### config.mk
export PLATFORM = sky130hd
export DESIGN_NAME = accum_arbiter
export DESIGN_NICKNAME = d
export VERILOG_FILES = /design/src/rtl/accum_arbiter.sv
export SDC_FILE = /design/constraint.sdc
export NUM_CORES = 1
export LEC_CHECK = 0
export BUFFER_PORTS_ARGS = -buffer_cell sky130_fd_sc_hd__buf_2
export CORE_MARGIN = 1.5
export CORE_UTILIZATION = 45
export CTS_CLUSTER_DIAMETER = 80
export DETAILED_ROUTE_END_ITERATION = 6
export PLACE_DENSITY_LB_ADDON = 0.2
export SYNTH_ARGS = -nofsm -noshare
export SYNTH_HDL_FRONTEND = slang
export SYNTH_SLANG_ARGS = --single-unit
### constraint.sdc
create_clock -name clk -period 2.7 [get_ports clk]
set_clock_uncertainty 0.2 [all_clocks]
set_input_delay 0.405 -clock clk [delete_from_list [all_inputs] [get_ports clk]]
set_output_delay 0.405 -clock clk [all_outputs]
set_load 0.005 [all_outputs]
### src/rtl/accum_arbiter.sv
// accum_arbiter
//   Round-robin arbiter that hands one requester at a time to an external
//   accumulator datapath. It performs a full enable/done handshake, captures
//   the accumulator value, and returns a one-cycle ack to the granted requester.
//   A per-phase timeout bounds each wait on a done edge.
//
// Ports
//   clk         single clock, all state on posedge
//   reset_l     asynchronous active-low reset
//   req         per-requester level request
//   add_in      packed operands, requester i at [i*ADD_WIDTH +: ADD_WIDTH]
//   ack         one-hot, one-cycle completion pulse
//   rsp_accum   accumulator value captured for the last completed grant
//   rsp_err     valid with ack, 1 = transaction timed out
//   busy        high whenever the FSM is not idle
//   err_sticky  set on any timeout, cleared only by reset
//   txn_count   completed non-error transactions (wraps)
//   acc_en      enable to the accumulator datapath
//   acc_add     operand to the accumulator datapath (latched at grant)
//   acc_done    accumulator done level
//   acc_accum   accumulator current value
module accum_arbiter #(
  parameter int unsigned NREQ        = 4,
  parameter int unsigned ACCUM_WIDTH = 16,
  parameter int unsigned ADD_WIDTH   = 8,
  parameter int unsigned TIMEOUT     = 15
) (
  input  logic                      clk,
  input  logic                      reset_l,
  input  logic [NREQ-1:0]           req,
  input  logic [NREQ*ADD_WIDTH-1:0] add_in,
  output logic [NREQ-1:0]           ack,
  output logic [ACCUM_WIDTH-1:0]    rsp_accum,
  output logic                      rsp_err,
  output logic                      busy,
  output logic                      err_sticky,
  output logic [15:0]               txn_count,
  output logic                      acc_en,
  output logic [ADD_WIDTH-1:0]      acc_add,
  input  logic                      acc_done,
  input  logic [ACCUM_WIDTH-1:0]    acc_accum
);

  localparam int unsigned IDXW = $clog2(NREQ);

  typedef enum logic [1:0] {
    S_IDLE,
    S_ISSUE,
    S_RELEASE,
    S_ACK
  } state_t;

  state_t                 state;
  state_t                 state_nxt;
  logic [IDXW-1:0]        last_grant;
  logic [IDXW-1:0]        last_grant_nxt;
  logic [7:0]             tmo_cnt;
  logic [7:0]             tmo_cnt_nxt;
  logic                   tmo_hit;

  logic                   found;
  logic [IDXW-1:0]        winner;
  logic [IDXW-1:0]        cand;

  logic                   grant_evt;
  logic                   done_ok;
  logic                   to_ack;
  logic [NREQ-1:0]        ack_nxt;
  logic [ACCUM_WIDTH-1:0] rsp_accum_nxt;
  logic                   rsp_err_nxt;
  logic                   busy_nxt;
  logic                   err_sticky_nxt;
  logic [15:0]            txn_count_nxt;
  logic                   acc_en_nxt;
  logic [ADD_WIDTH-1:0]   acc_add_nxt;

  assign tmo_hit = (tmo_cnt == 8'(TIMEOUT - 1));

  // Round-robin search starting one past the previous winner.
  always_comb begin
    found  = 1'b0;
    winner = last_grant;
    cand   = '0;
    for (int unsigned k = 1; k <= NREQ; k++) begin
      cand = IDXW'((32'(last_grant) + k) % NREQ);
      if (!found && req[cand]) begin
        found  = 1'b1;
        winner = cand;
      end
    end
  end

  // State register; every output is registered alongside it.
  always_ff @(posedge clk or negedge reset_l) begin
    if (!reset_l) begin
      state      <= S_IDLE;
      last_grant <= IDXW'(NREQ - 1);
      tmo_cnt    <= '0;
      ack        <= '0;
      rsp_accum  <= '0;
      rsp_err    <= 1'b0;
      busy       <= 1'b0;
      err_sticky <= 1'b0;
      txn_count  <= '0;
      acc_en     <= 1'b0;
      acc_add    <= '0;
    end else begin
      state      <= state_nxt;
      last_grant <= last_grant_nxt;
      tmo_cnt    <= tmo_cnt_nxt;
      ack        <= ack_nxt;
      rsp_accum  <= rsp_accum_nxt;
      rsp_err    <= rsp_err_nxt;
      busy       <= busy_nxt;
      err_sticky <= err_sticky_nxt;
      txn_count  <= txn_count_nxt;
      acc_en     <= acc_en_nxt;
      acc_add    <= acc_add_nxt;
    end
  end

  // Next-state logic. A done level already high in IDLE blocks new grants so
  // a stale done cannot be mistaken for the new transaction's handshake.
  always_comb begin
    state_nxt = state;
    case (state)
      S_IDLE:    if (found && !acc_done) state_nxt = S_ISSUE;
      S_ISSUE:   if (acc_done) state_nxt = S_RELEASE;
                 else if (tmo_hit) state_nxt = S_ACK;
      S_RELEASE: if (!acc_done || tmo_hit) state_nxt = S_ACK;
      S_ACK:     state_nxt = S_IDLE;
      default:   state_nxt = S_IDLE;
    endcase
  end

  // Output logic: computes the value each output register takes next cycle,
  // keyed on the transition being taken so the outputs line up with the state.
  always_comb begin
    grant_evt = (state == S_IDLE) && (state_nxt == S_ISSUE);
    done_ok   = (state == S_RELEASE) && !acc_done;
    to_ack    = (state_nxt == S_ACK);

    last_grant_nxt = last_grant;
    acc_add_nxt    = acc_add;
    if (grant_evt) begin
      last_grant_nxt = winner;
      acc_add_nxt    = add_in[32'(winner) * ADD_WIDTH +: ADD_WIDTH];
    end

    // Counter restarts whenever ISSUE or RELEASE is entered.
    if ((state_nxt == state) && ((state == S_ISSUE) || (state == S_RELEASE)))
      tmo_cnt_nxt = tmo_cnt + 8'd1;
    else
      tmo_cnt_nxt = '0;

    acc_en_nxt = (state_nxt == S_ISSUE);
    busy_nxt   = (state_nxt != S_IDLE);

    ack_nxt = '0;
    if (to_ack) ack_nxt[last_grant] = 1'b1;

    rsp_accum_nxt = rsp_accum;
    if ((state == S_ISSUE) && acc_done) rsp_accum_nxt = acc_accum;

    rsp_err_nxt    = rsp_err;
    err_sticky_nxt = err_sticky;
    txn_count_nxt  = txn_count;
    if (to_ack) begin
      rsp_err_nxt = !done_ok;
      if (done_ok) txn_count_nxt = txn_count + 16'd1;
      else         err_sticky_nxt = 1'b1;
    end
  end

endmodule

Word-level counts from Yosys, hierarchy flattened
Cells that the tools add are included.
{"block": "word_totals", "ff_bits": 60, "out_inout_bits": 48, "elab_cells": 77}
{"block": "op_classes", "add_sub_neg": 6, "order_cmp": 6, "n_eq_ne": 7, "n_shift": 1, "n_mux": 25, "bitwise": 1, "n_reduce_logical": 20}
{"cell": "indexed part select 32 x 6 -> 8 bit", "count": 1}
{"cell": "adder 16 x 1 -> 16 bit, second input constant", "count": 1}
{"cell": "two-way mux 2 bit", "count": 8}
{"cell": "< comparator 2 x 3 -> 1 bit, second input constant", "count": 5}
{"cell": "logical AND 1 bit", "count": 9}
{"cell": "two-way mux 1 bit", "count": 9}
{"cell": "adder 8 x 1 -> 8 bit, second input constant", "count": 1}
{"cell": "binary-select mux 1 bit (select 2 bit)", "count": 4}
{"cell": "== test 8 x 4 -> 1 bit, second input constant", "count": 1}
{"cell": "two-way mux 8 bit", "count": 1}
{"cell": "one-hot mux 2 bit (4 select lines)", "count": 1}
{"cell": "== test 2 bit, second input constant", "count": 3}
{"cell": "zero test 1 bit", "count": 5}
{"cell": "adder 2 x 1 -> 2 bit, second input constant", "count": 2}
{"cell": "adder 2 bit, second input constant", "count": 2}
{"cell": "== test 2 x 1 -> 1 bit, second input constant", "count": 2}
{"cell": "two-way mux 4 bit", "count": 1}
{"cell": "AND reduction 2 bit", "count": 2}
{"cell": "demux 1 bit (select 2 bit)", "count": 1}
{"cell": "== test 2 bit", "count": 1}
{"cell": ">= comparator 2 x 1 -> 1 bit, second input constant", "count": 1}
{"cell": "zero test 2 bit", "count": 1}
{"cell": "logical OR 1 bit", "count": 2}
{"cell": "nonzero test 2 bit", "count": 1}
{"cell": "NOT 1 bit", "count": 1}

Depth between registers and ports, before layout
Gate-level depths: netlist of the first run.
{"block": "logic_depth", "depth_word": 19, "depth_mapped": 10, "ltp_nobuf": 8}

Worst setup path before layout of the first run
OpenSTA, ideal clock, no wires.
{"block": "synth_path", "path_type": "reg-to-reg", "start": "register state[0]", "end": "register txn_count[1]", "setup_time_ns": 0.128, "arrival_ns": 2.385, "t_required_ns": 2.372, "slack_ns": -0.013, "path_stages_with_launch": 10, "path_buffers": 1, "cell_sequence": "dfrtp_1 > inv_1 > ha_1 > nor2b_1 > a211o_1 > a21oi_1 > or4_1 > buf_6 > nor3b_2 > mux2_1"}
{"block": "synth_between", "elab_chain_cells": 5, "word_cells_on_any_way": 12}
{"item": "from (decl)", "line": "53", "text": "state_t state;"}
{"item": "from (signal assigned)", "line": "108", "text": "state <= state_nxt;"}
{"item": "two-way mux 2 bit", "line": "129", "text": "else if (tmo_hit) state_nxt = S_ACK;"}
{"item": "two-way mux 2 bit", "line": "128", "text": "S_ISSUE: if (acc_done) state_nxt = S_RELEASE;"}
{"item": "one-hot mux 2 bit (4 select lines)", "line": "126", "text": "case (state)"}
{"item": "== test 2 bit", "line": "141", "text": "to_ack = (state_nxt == S_ACK);"}
{"item": "AND reduction 2 bit (no line) *"}
{"item": "to (signal assigned)", "line": "116", "text": "txn_count <= txn_count_nxt;"}
{"item": "to (decl)", "line": "37", "text": "output logic [15:0] txn_count,"}
Every way passes the cells marked *; elsewhere a longest branch is shown, timed or not.
A chain may end at the register's enable or synchronous reset.

Final worst setup path of the first run
{"block": "layout_path", "start": "register tmo_cnt[0]", "end": "register txn_count[8]"}
{"block": "layout_between", "elab_chain_cells": 6, "word_cells_on_any_way": 8}
{"item": "from (decl)", "line": "57", "text": "logic [7:0] tmo_cnt;"}
{"item": "from (signal assigned)", "line": "110", "text": "tmo_cnt <= tmo_cnt_nxt;"}
{"item": "== test 8 x 4 -> 1 bit *", "line": "77", "text": "assign tmo_hit = (tmo_cnt == 8'(TIMEOUT - 1));"}
{"item": "two-way mux 2 bit / logical OR 1 bit (equally long branches)", "line": "129, 130"}
{"item": "two-way mux 2 bit (on tied branches)", "line": "128, 130"}
{"item": "one-hot mux 2 bit (4 select lines) *", "line": "126"}
{"item": "== test 2 bit *", "line": "141"}
{"item": "AND reduction 2 bit (no line) *"}
Marks and branches as above.

==> run metrics, run 1 <==
WL final between 6 and 7 mm; Routed Antenna Nets 0; worst-margin pin slew around 660 ps; Setup CP Type flip-flop to flip-flop; number of synthesized flops with an enable pin 0; max cap viols 0; I/O Pins approximately 100; syn nets approximately 330; Crit. End Element flip-flop; max frequency 385 MHz; clock network fraction of design power a little under a quarter; final setup vio count 0; Slew Limit Fails 0; total CTS buffers 9; synthesized cell area slightly above 3000 sq um; P per Cell Area between 1000 and 1500 nW/um^2; DRT iter0 DRCs between 50 and 60; # DRC 0; Die Wd between 80 and 90 um; HP Class input port to flip-flop; Final Net Count ~450; post-synth top area share a little under half; first-pass GRT wire length 10.5 mm; later-pin clock latency in the skew report ~340 ps; initial antenna violation count 0; CTS root buf clkbuf_8; part of the power in registers a little under a third; Sink Count 60; number of H-tree levels 3; Fin Setup TNS 0 ps; worst setup margin around 100 ps; I/O Buffers between 100 and 150; dpl hpwl ~4.7 mm; vias in the first global route about 2300; routed vias between 2000 and 2500; worst slack, placed -25.6 ps; status finished, final reports clean; maximum fanout along the worst path 16; FILL cells 586; std cell rows 30; period utilisation layout 96.3%; Clock Path Buffers 2; layout cell share with drive strength beyond 1 a little under half; Synth cell types 44; Total Die Area approximately 7400 sq um; count of final hold-check violations 0; dominant synthesized flop cell dfrtp_1; Hold WS ~93 ps; clock-pin slew on the worst setup and hold paths approximately 70 ps; Net Sw Frac between 30% and 40%; fraction of registers with async set/reset between 90% and 100%; Seq/Total Area, Yosys 48.3%; CTS tree done; DR vias/cell 5.16; WP data required between 2000 and 3000 ps; Cells after Synth between 200 and 300; Yosys Warn Count 0; Startpoint Class flip-flop; maximum vdd ir drop 0.603 mV; Layout area overhead 34.6%; Core ar. approximately 6800 sq um; Post-Syn Area per Cell approximately 12 sq um; Total GRT Usage 18.2%; Pre-Repair DR Iteration Count 4; drt wl/cell between 10 and 15 um; pin count of the biggest net entering global routing between 60 and 70; grt ovf 0; post-layout min period between 2000 and 3000 ps; n_diodes 0; largest cells by area after synthesis dfrtp_1 47%, mux2_2 9.0%, mux2i_1 8.4%, ha_1 4.8%, xor2_1 4.8%; Initial Util approximately 46%; gpl congestion 0.809; P_sw 0.00144 W; number of synthesized register bits 60; Final Power 0.00426 W; internal power about 0.0028 W; area leader, netlist dfrtp_1; Die Y 86.2 um; logic gate share of total power 45.2%; P_leak ~2.2 nW; Arr. time, crit path between 2000 and 3000 ps; max_slew headroom between 50% and 60%
-- power by group through the flow --
stage	registers, W	clock network [W]	logic [W]
after floorplan	0.00137	0	0.00115
after global placement	0.00134	0	0.00182
after detailed placement	0.00135	0	0.00187
after CTS	0.00133	0.00102	0.00188
after global routing	0.00137	0.00106	0.00213
final	0.00133	0.00101	0.00192
-- stage by stage --
stage          utilization, %  cells  cell area, sq um
2_1_floorplan               -    261              3120
3_3_place_gp             57.2    454              3870
3_5_place_dp             57.2    454              3870
4_1_cts                  61.1    471              4130
5_1_grt                  62.1    472              4200
6_report                 62.1    472              4200
-- timing repair --
action	4_1_cts	5_1_grt
pin swaps	0	2
hold endpoints to repair	58	0
buffers inserted	0	1
endpoints found under the setup margin	1	19
hold buffers	1	0
gates resized for setup	1	8
-- cell usage after synthesis, types with 3 or more instances --
cell type   n
a21oi_1     3
and3_1      9
dfrtp_1    58
ha_1       12
inv_1      14
mux2_2     25
mux2i_1    26
nand2_1     8
nand3_1     9
nor2_1      7
nor3_1      4
nor3_2      7
nor3b_1     9
nor4_1      7
o21ai_0     6
xnor2_1     4
xor2_1     17
-- cells in the final DEF, fill, tap and decap left out, types with 3 or more instances in the layout --
cell type	Yosys	routed
o21ai_0	6	6
and3_1	9	9
xor2_1	17	17
buf_4	1	15
buf_2	2	102
nor4_1	7	3
nand3_1	9	9
dfrtp_1	58	58
inv_1	14	14
nor3_2	7	7
nor3b_1	9	8
nor3_1	4	4
xnor2_1	4	4
a21oi_1	3	3
nor2_1	7	7
ha_1	12	11
mux2_2	25	25
nor4_2	1	4
clkbuf_8	0	10
buf_12	0	4
mux2i_1	26	26
nand2_1	8	8
bufinv_16	0	3
-- final cells by class --
type,instances,area [sq um],area share [%]
multi-input combinational,180,1580,37.6
timing repair buffer,122,713,17.0
sequential,60,1500,35.8
tap,80,100,2.39
clock inverter,6,111,2.65
clock buffer,10,138,3.28
inverter,14,52.6,1.25
-- sequential cells by signal, indices dropped and copies added, names as in the netlist, 2 cells and up --
| name | count |
|---|---|
| acc_add | 8 |
| ack | 4 |
| last_grant | 2 |
| txn_count | 16 |
| state | 2 |
| rsp_accum | 16 |
| tmo_cnt | 8 |
-- per-layer routing --
| layer | vias up | GRT usage (%) | wire [um] | part of all wire, % |
|---|---|---|---|---|
| li1 | 1188 | - | - | - |
| met1 | 1169 | 21.8 | 2900 | 44 |
| met2 | 72 | 31.1 | 3310 | 50 |
| met3 | 8 | 4.57 | 355 | 5.3 |
| met4 | 0 | 8.21 | 85 | 1.3 |
| met5 | - | 0 | 0 | 0 |
-- critical path, stage by stage (launching register included) --
cell and delay (ps):
dfrtp_1 390, inv_1 60, ha_1 130, and4b_1 230
a211oi_1 100, o21ba_1 200, or4_4 510, buf_12 180
nor4_2 320, xor2_1 190
-- cells by family after synthesis --
family,after synthesis,synth area share (%)
mux,52,17.7
xor+xnor,21,5.90
buf+inv,21,3.21
flops,60,48.3
compound gates,24,5.78
fa+ha+maj,12,4.82
simple gates,71,14.3
-- path summary, 6_finish.rpt --
kind / slack [ps] / from / endpoint / cells past startpoint
min reg2reg: 280 / txn_count[15] / txn_count[15] / 1
max in group asynchronous: 1590 / reset_l / last_grant[1] / 3
min: 90 / acc_accum[10] / rsp_accum[10] / 2
max reg2reg: 100 / tmo_cnt[0] / txn_count[8] / 9
max: 100 / tmo_cnt[0] / txn_count[8] / 9
min in group asynchronous: 400 / reset_l / txn_count[12] / 3
No activity file was read; power rests on OpenSTA's default activity.
==> run 2, diff against run 1 <==
- CELL_PAD_IN_SITES_DETAIL_PLACEMENT: unset -> 0
- CELL_PAD_IN_SITES_GLOBAL_PLACEMENT: unset -> 1
- CORE_UTILIZATION: 45 -> 35
==> run 2 against run 1 <==
  * Register-to-register slack is essentially flat
  * Hold slack lost 3.0 ps
  * Final area grew 0.51%
  * Clock power shrank 11%
  * Global-route usage shrank 3.4 points
  * Via count shrank 0.49%
  * Clock-buffer cell count shrank 1
  * Final cell count grew 6.8%
  * Critical path depth shrank 1
  * Largest cell class unchanged
  * Largest power group unchanged
==> run metrics, run 2 (synthesis results as in run 1) <==
WL final 6.69 mm; post-layout min period 2590 ps; Total GRT Usage about 15%; status finished, final reports clean; worst slack, placed -53.6 ps; Die Y slightly below 100 um; Top Registers rsp_accum (16), txn_count (16); max cap viols 0; Routed Antenna Nets 0; CP bufs+invs 1; FF-to-FF path depth 8; Startpoint Class flip-flop; initial antenna violation count 0; most common cell after layout, fill and taps aside buf_2; Core ar. 8680 sq um; Initial Util 35.9%; P per Cell Area ~980 nW/um^2; dpl hpwl roughly 5 mm; period utilisation layout 95.9%; count of final hold-check violations 0; I/O Buffers just over 100; layout cell share with drive strength beyond 1 ~48%; DRT iter0 DRCs 45; clock-pin slew on the worst setup and hold paths approximately 70 ps; Hold Path End rsp_accum[3]; vias in the first global route ~2400; final setup vio count 0; Hold Path Depth 2; Die Wd 97.4 um; P_leak between 2 and 2.5 nW; Layout area overhead 35.3%; maximum vdd ir drop about 0.42 mV; Arr. time, crit path roughly 2600 ps; CTS tree done; commonest non-fill, non-tap cells in the layout 102 x buf_2, 58 x dfrtp_1, 26 x mux2i_1; Reg-to-Reg Start tmo_cnt[1]; worst-margin pin slew 569 ps; Sequential cell area approximately 1500 sq um; DR vias/cell just under 5; post-route core utilization between 40% and 50%; crit-path cells ha_1 > and4b_1 > a211oi_1 > o21ba_1 > buf_4 > nor3_1 > a2111o_1 > nor3b_1; HP Class input port to flip-flop; drt wl/cell about 13 um; Total Die Area around 9500 sq um; Setup CP Type flip-flop to flip-flop; gpl congestion roughly 0.81; slowest CP cell a2111o_1; std cell rows 34; Min-Delay Startpoint acc_accum[3]; worst setup margin between 100 and 150 ps; R2R setup slack 110 ps; Sink Count 60; Worst R2R End tmo_cnt[0]; maximum fanout along the worst path 8; later-pin clock latency in the skew report roughly 340 ps; n_diodes 0; Clock Path Buffers 2; grt ovf 0; number of H-tree levels 3; total CTS buffers 9; max_slew headroom 62.1%; max frequency approximately 390 MHz; multi-input logic area approximately 1600 sq um; Final Net Count around 460; delay-heaviest family, CP compound AO/OA/AOI/OAI gates; WP data required approximately 2700 ps; crit-path max cell delay 510 ps; # DRC 0; Crit. End Element flip-flop; Slew Limit Fails 0; first-pass GRT wire length ~11 mm; CTS root buf clkbuf_8; pin count of the biggest net entering global routing 38; routed vias about 2400; FILL cells 842; Pre-Repair DR Iteration Count 4; I/O Pins approximately 100
==> run 2: worst max-delay path by stage <==
stage               startpoint           end  slack, ps  cells after the start
finish              tmo_cnt[1]    tmo_cnt[0]        110                      8
global route        tmo_cnt[0]  txn_count[8]        -20                      9
CTS                   state[1]  txn_count[8]         60                      8
detailed placement      req[1]  txn_count[7]        -50                      8
global placement        req[1]  txn_count[8]         -7                      8
floorplan             state[0]  txn_count[1]         40                      9
==> run 2: worst reg2reg max path: cells and delay by family, from the launching register on <==
kind            cells  cell delay (ps)
flops               1              420
fa+ha+maj           1              190
simple gates        3              530
compound gates      3             1040
buf+inv             1              120
==> run 2: metal layers <==
| metal | track usage, % | part of all wire (%) | up-vias |
|---|---|---|---|
| li1 | - | - | 1192 |
| met1 | 18.4 | 45 | 1162 |
| met2 | 24.2 | 49 | 63 |
| met3 | 5.47 | 4.9 | 8 |
| met4 | 4.29 | 1.5 | 0 |
| met5 | 0 | 0 | - |
==> run 2: report_power, final <==
part | leakage, nW | total (W) | internal, W | switching [W]
sequential | 0.749 | 0.00133 | 0.00118 | 0.000148
clock | 0.110 | 0.000894 | 0.000523 | 0.000370
combinational | 1.31 | 0.00192 | 0.00101 | 0.000909
total | 2.16 | 0.00415 | 0.00272 | 0.00143
==> run 2: cell type report <==
| cell class | instances | share of cell area [%] |
|---|---|---|
| Timing Repair Buffer | 126 | 17.4 |
| Clock inverter | 7 | 2.34 |
| Clock buffer | 9 | 2.94 |
| Multi-Input combinational cell | 180 | 37.2 |
| Inverter | 14 | 1.25 |
| Sequential cell | 60 | 35.7 |
| Tap cell | 108 | 3.20 |
==> run 2: timing repair <==
item,CTS,global route
hold endpoints to repair,23,0
setup buffers,0,1
gates resized for setup,0,9
endpoints found under the setup margin,0,17
hold buffers,1,0
==> run 2: per-stage QoR <==
stage | std cells | total power (W) | cell area (sq um) | hold WS [ps] | TNS [ps]
3_3_place_gp | 486 | 0.00321 | 3920 | 240 | -6.76
4_1_cts | 503 | 0.00414 | 4150 | 74.2 | 0
3_5_place_dp | 486 | 0.00322 | 3920 | 239 | -357
2_1_floorplan | 261 | 0.00251 | 3120 | -90.6 | 0
5_1_grt | 504 | 0.00447 | 4220 | 65.4 | -58.2
6_report | 504 | 0.00415 | 4220 | 90.2 | 0
